`src/rtl/wb_rr_intercon.sv`:
```
// Shared-bus Wishbone classic interconnect: round-robin arbitration between
// masters, base/mask slave decode, unmapped-address and watchdog bus errors.
module wb_rr_intercon #(
  parameter int MASTERS_NUM    = 2,
  parameter int SLAVES_NUM     = 3,
  parameter int ADR_WIDTH      = 32,
  parameter int DAT_WIDTH      = 32,
  parameter int SEL_WIDTH      = 4,
  parameter logic [SLAVES_NUM*ADR_WIDTH-1:0] SLAVE_BASE = '0,
  parameter logic [SLAVES_NUM*ADR_WIDTH-1:0] SLAVE_MASK = '0,
  parameter int TIMEOUT_CYCLES = 255
) (
  input  logic                             clk_i,
  input  logic                             rst_i,
  input  logic [MASTERS_NUM-1:0]           m2i_cyc_i,
  input  logic [MASTERS_NUM-1:0]           m2i_stb_i,
  input  logic [MASTERS_NUM-1:0]           m2i_we_i,
  input  logic [MASTERS_NUM*ADR_WIDTH-1:0] m2i_adr_i,
  input  logic [MASTERS_NUM*DAT_WIDTH-1:0] m2i_dat_i,
  input  logic [MASTERS_NUM*SEL_WIDTH-1:0] m2i_sel_i,
  output logic [MASTERS_NUM-1:0]           i2m_ack_o,
  output logic [MASTERS_NUM-1:0]           i2m_err_o,
  output logic [DAT_WIDTH-1:0]             i2m_dat_o,
  input  logic [SLAVES_NUM-1:0]            s2i_ack_i,
  input  logic [SLAVES_NUM-1:0]            s2i_err_i,
  input  logic [SLAVES_NUM*DAT_WIDTH-1:0]  s2i_dat_i,
  output logic [SLAVES_NUM-1:0]            i2s_stb_o,
  output logic                             i2s_cyc_o,
  output logic [ADR_WIDTH-1:0]             i2s_adr_o,
  output logic [DAT_WIDTH-1:0]             i2s_dat_o,
  output logic [SEL_WIDTH-1:0]             i2s_sel_o,
  output logic                             i2s_we_o,
  output logic [MASTERS_NUM-1:0]           gnt_o
);

  localparam int LW = (MASTERS_NUM > 1) ? $clog2(MASTERS_NUM) : 1;
  localparam int SW = (SLAVES_NUM > 1) ? $clog2(SLAVES_NUM) : 1;
  localparam int CW = (TIMEOUT_CYCLES > 0) ? $clog2(TIMEOUT_CYCLES + 1) : 1;

  typedef enum logic {IDLE, BUSY} state_t;

  state_t                 state_q, state_d;
  logic [MASTERS_NUM-1:0] gnt_q, gnt_d;
  logic [LW-1:0]          last_q, last_d;
  logic [LW-1:0]          cand;
  logic                   found;
  logic [CW-1:0]          wd_cnt_q;
  logic                   unmapped_err_q;
  logic                   timeout_err;
  logic                   err_pulse;

  logic                   busy;
  logic                   m_cyc, m_stb;
  logic [ADR_WIDTH-1:0]   m_adr;
  logic [SLAVES_NUM-1:0]  sel_hit;
  logic [SW-1:0]          sel_idx;
  logic                   hit_any;
  logic                   s_ack, s_err;
  logic                   wd_clear;

  // Arbiter; last_q doubles as the index of the current owner while BUSY.
  always_comb begin
    state_d = state_q;
    gnt_d   = gnt_q;
    last_d  = last_q;
    found   = 1'b0;
    cand    = '0;
    case (state_q)
      IDLE: begin
        for (int unsigned i = 0; i < MASTERS_NUM; i++) begin
          cand = LW'((32'(last_q) + 32'd1 + i) % MASTERS_NUM);
          if (!found && m2i_cyc_i[cand]) begin
            found           = 1'b1;
            gnt_d           = '0;
            gnt_d[cand]     = 1'b1;
            last_d          = cand;
            state_d         = BUSY;
          end
        end
      end
      BUSY: begin
        if (!m2i_cyc_i[last_q]) begin
          state_d = IDLE;
          gnt_d   = '0;
        end
      end
      default: begin
        state_d = IDLE;
        gnt_d   = '0;
      end
    endcase
  end

  always_ff @(posedge clk_i) begin
    if (rst_i) begin
      state_q <= IDLE;
      gnt_q   <= '0;
      last_q  <= LW'(MASTERS_NUM - 1);
    end else begin
      state_q <= state_d;
      gnt_q   <= gnt_d;
      last_q  <= last_d;
    end
  end

  assign busy  = (state_q == BUSY);
  assign m_cyc = busy & m2i_cyc_i[last_q];
  assign m_stb = m_cyc & m2i_stb_i[last_q];
  assign m_adr = busy ? m2i_adr_i[last_q*ADR_WIDTH +: ADR_WIDTH] : '0;

  assign i2s_cyc_o = m_cyc;
  assign i2s_adr_o = m_adr;
  assign i2s_we_o  = busy & m2i_we_i[last_q];
  assign i2s_dat_o = busy ? m2i_dat_i[last_q*DAT_WIDTH +: DAT_WIDTH] : '0;
  assign i2s_sel_o = busy ? m2i_sel_i[last_q*SEL_WIDTH +: SEL_WIDTH] : '0;
  assign gnt_o     = gnt_q;

  // Address decode: lowest-index matching slave wins.
  always_comb begin
    sel_hit = '0;
    sel_idx = '0;
    hit_any = 1'b0;
    for (int unsigned s = 0; s < SLAVES_NUM; s++) begin
      if (!hit_any &&
          ((m_adr & SLAVE_MASK[s*ADR_WIDTH +: ADR_WIDTH]) == SLAVE_BASE[s*ADR_WIDTH +: ADR_WIDTH])) begin
        hit_any = 1'b1;
        sel_hit = SLAVES_NUM'(1) << s;
        sel_idx = SW'(s);
      end
    end
  end

  assign s_ack = busy & hit_any & s2i_ack_i[sel_idx];
  assign s_err = busy & hit_any & s2i_err_i[sel_idx];

  // A slave response in the firing cycle takes precedence over the timeout.
  assign timeout_err = (TIMEOUT_CYCLES != 0) && m_stb && !s_ack && !s_err &&
                       (wd_cnt_q == CW'(TIMEOUT_CYCLES));
  assign err_pulse   = unmapped_err_q | timeout_err;

  assign i2s_stb_o = sel_hit & {SLAVES_NUM{m_stb & ~err_pulse}};
  assign i2m_ack_o = gnt_q & {MASTERS_NUM{s_ack}};
  assign i2m_err_o = gnt_q & {MASTERS_NUM{s_err | err_pulse}};
  assign i2m_dat_o = (busy && hit_any) ? s2i_dat_i[sel_idx*DAT_WIDTH +: DAT_WIDTH] : '0;

  assign wd_clear = (TIMEOUT_CYCLES == 0) || !m_stb || s_ack || s_err || err_pulse;

  always_ff @(posedge clk_i) begin
    if (rst_i) begin
      wd_cnt_q       <= '0;
      unmapped_err_q <= 1'b0;
    end else begin
      unmapped_err_q <= m_stb & ~hit_any & ~unmapped_err_q;
      if (wd_clear)
        wd_cnt_q <= '0;
      else
        wd_cnt_q <= wd_cnt_q + 1'b1;
    end
  end

endmodule

```
`config.mk`:
```
export PLATFORM = sky130hd
export DESIGN_NAME = wb_rr_intercon
export DESIGN_NICKNAME = d
export VERILOG_FILES = /design/src/rtl/wb_rr_intercon.sv
export SDC_FILE = /design/constraint.sdc
export NUM_CORES = 1
export LEC_CHECK = 0
export ABC_AREA = 0
export CAP_MARGIN = 40
export CORE_AREA = 2 2 137 139
export DETAILED_ROUTE_END_ITERATION = 8
export DIE_AREA = 0 0 139 141
export PLACE_DENSITY_LB_ADDON = 0.15
export SYNTH_ARGS = -nofsm -noshare
export SYNTH_HDL_FRONTEND = slang
export SYNTH_SLANG_ARGS = --single-unit
```
`constraint.sdc`:
```
create_clock -name clk_i -period 3.44 [get_ports clk_i]
set_input_delay 0.516 -clock clk_i [delete_from_list [all_inputs] [get_ports clk_i]]
set_output_delay 0.516 -clock clk_i [all_outputs]
set_load 0.02 [all_outputs]
```
==> out/results.ini <==
[outcome]
status=finished clean

[routing]
antenna_left=0
drc_errors=0
avgViaCountPerCell=3.830
wl_um=10350
wl_per_cell_um=13.34
via_count=2972
dr.pass1.iters=4
drt_first_iter_violations=35

[sta]
finalWorstSetupSlack_ps=578.7
rsz0062_at_grt=no
final-setup-viol-count=0
finClkSkew_ps=2.629
setup_tns_ps=0
fmax_mhz=349.5
fin_crit_sh_pct=83.18
hold_viol=0
period_needed_ps=2861
slew_viol_final=0

[clock_network]
ctsHoldBuffers=0
clk_pin_slew_ps=50
clockRootBuffer=clkbuf_16
cts_buffer_depth=2
tritoncts=yes
cts_buffers=3
ctsResizeCount=0
clk_latency_ps=240
clock_sinks=12
cts_setup_buffers=0
htreeDepth=1

[global_route]
grt_overflow=0
grt_pass1_wl_um=15770
antenna_found_initial=0
grt_pass1_vias=3086
grt_use_total_pct=9.756
grt_max_degree=62

[setup_path]
r2r_cells=3
required_ps=2920
crit_path_max_fanout=3
regToRegSetupSlack_ps=1880
cp-endpoint=i2m_err_o[0]
worstPathArrival_ps=2350
crit_start=s2i_ack_i[0]
start_kind=input pin
rr_endpoint=wd_cnt_q[3]
rr_startpoint=last_q
critical_path_class=input pin to output port
setup.worst_path.end_class=output port

[logic_synthesis]
yosysTopAreaCell=mux2i_1
ys_seq_area_share_pct=11.45
ys_ff_latch=12
synthArstFlopShare_pct=0
synthesis.area_um2=2098
synthDistinctLibCells=34
synth.area.top_cells=mux2i_1 (33%), nor2b_1 (21%), dfxtp_1 (11%)
syn_area_per_cell_um2=7.771
synth_edf_count=0
synth_cells=270
yosysWarningCount=0
synth_ff_type=dfxtp_1
netlist.area_leader.share_pct=33.39

[die]
start_util_pct=11.49
fp-row-count=50
chipHeight_um=141
core_area_um2=18270
die_w_um=139
pin_count=357
dieArea_um2=19600

[power]
powerDensity_nw_per_um2=206.0
leakagePower_uw=0.002229
ir_drop_uv=110.3

[job]
cap_violations=0

[cells_and_area]
finalNetCount=790
drive_above_1_share_pct=2.952
num_antenna_cells=0
final_cell_area_um2=5284
area_delta_synth_final_pct=151.8

[hold_path]
hold_class=flip-flop to flip-flop
worstHoldPathCells=1

[placed_design]
preCtsSetupSlack_ps=548.4
placed_cell_area_um2=5195
place.gp.congestion=0.8528
dp_hpwl_um=8790
port_buffers=286

==> sequential cells by signal, indices dropped and copies added (netlist names) <==
register,count
wd_cnt_q,8
gnt_o,2
busy,1
last_q,1
==> critical path, stage by stage <==
cell and delay (ps):
clkdlybuf4s50_1 470, o21a_1 220, nor3_1 320, a31o_2 220
clkdlybuf4s50_1 590
==> where the power goes <==
part	leakage (uW)	switching [uW]	internal, uW
clock	0.0000442	61.3	176
combinational	0.00209	272	418
sequential	0.0000979	17.8	144
total	0.00223	351	737
==> per-stage QoR <==
stage | std cells | total power, uW | utilization (%) | hold WS [ps]
6_report | 776 | 1088 | 28.92 | 499.5
5_1_grt | 776 | 1154 | 28.92 | 527.0
4_1_cts | 776 | 1109 | 28.92 | 503.2
3_5_place_dp | 772 | 866.2 | 28.44 | 496.6
3_3_place_gp | 772 | 864.0 | 28.44 | 471.5
2_1_floorplan | 271 | 462.0 | - | 449.5
==> per-layer routing <==
metal,global-route usage [%],part of all wire (%),vias up
met5,0,0,-
met3,3.295,11,5
li1,-,-,1461
met2,19.32,52,203
met1,10.23,37,1303
met4,1.116,0.42,0
==> cells in the final DEF, fill, tap and decap left out, drive strengths merged <==
cell | netlist | routed
clkdlybuf4s50 | 0 | 286
mux2i | 70 | 70
nor2b | 70 | 70
and2 | 32 | 32
dfxtp | 12 | 12
nand3 | 6 | 6
nand2 | 5 | 5
and3 | 5 | 5
nor2 | 5 | 5
buf | 12 | 5
nor3 | 4 | 4
a21oi | 4 | 4
o21ai | 4 | 4
clkbuf | 12 | 4
inv | 3 | 3
nand4 | 2 | 2
a31o | 2 | 2
or3 | 2 | 2
a211oi | 2 | 2
or2b | 2 | 2
a22o | 2 | 2
o211ai | 2 | 2
xor2 | 2 | 2
conb | 1 | 2
o21a | 1 | 1
nand4b | 1 | 1
a211o | 1 | 1
or4 | 1 | 1
a31oi | 1 | 1
xnor2 | 1 | 1
nor3b | 1 | 1
and3b | 1 | 1
ha | 1 | 1
==> synthesized netlist by cell type, types with 2 or more instances <==
library cell,instances
and2_1,32
a22o_1,2
mux2i_1,70
or3_1,2
a31o_2,2
buf_2,7
o21ai_0,4
and3_1,5
buf_4,5
dfxtp_1,12
or2b_1,2
nor2b_1,70
nand3_1,5
inv_1,3
clkbuf_1,12
o211ai_1,2
nor3_1,4
nand4_1,2
a21oi_1,4
nor2_1,5
a211oi_1,2
xor2_1,2
nand2_1,5
==> cells by family after synthesis <==
logic type	count (synthesis)	share of synthesized area, %
buffers and inverters	27	6.142
other	1	0.1787
muxes	70	33.39
DFF	12	11.45
AOI/OAI and AO/OA	19	6.500
adders and majority gates	1	0.5962
and+or+nand+nor	137	40.49
xor gates and xnor gates	3	1.252
==> how the worst min path moves through the flow <==
stage / from / end / slack [ps]
floorplan: wd_cnt_q[0] / wd_cnt_q[0] / 450
detailed placement: wd_cnt_q[0] / wd_cnt_q[0] / 500
global placement: wd_cnt_q[0] / wd_cnt_q[0] / 470
CTS: wd_cnt_q[0] / wd_cnt_q[0] / 500
finish: wd_cnt_q[0] / wd_cnt_q[0] / 500
global route: wd_cnt_q[0] / wd_cnt_q[0] / 530
==> area by class of cell <==
cell class | instances | area [um2]
multi-input cells | 232 | 1733
well taps | 234 | 292.8
clock buffers | 4 | 88.84
inverters | 3 | 11.26
repair buffers | 291 | 2913
fillers | 1944 | 12980
flip-flops and latches | 12 | 245.2
Note: power is estimated with default switching activity, not from simulation.
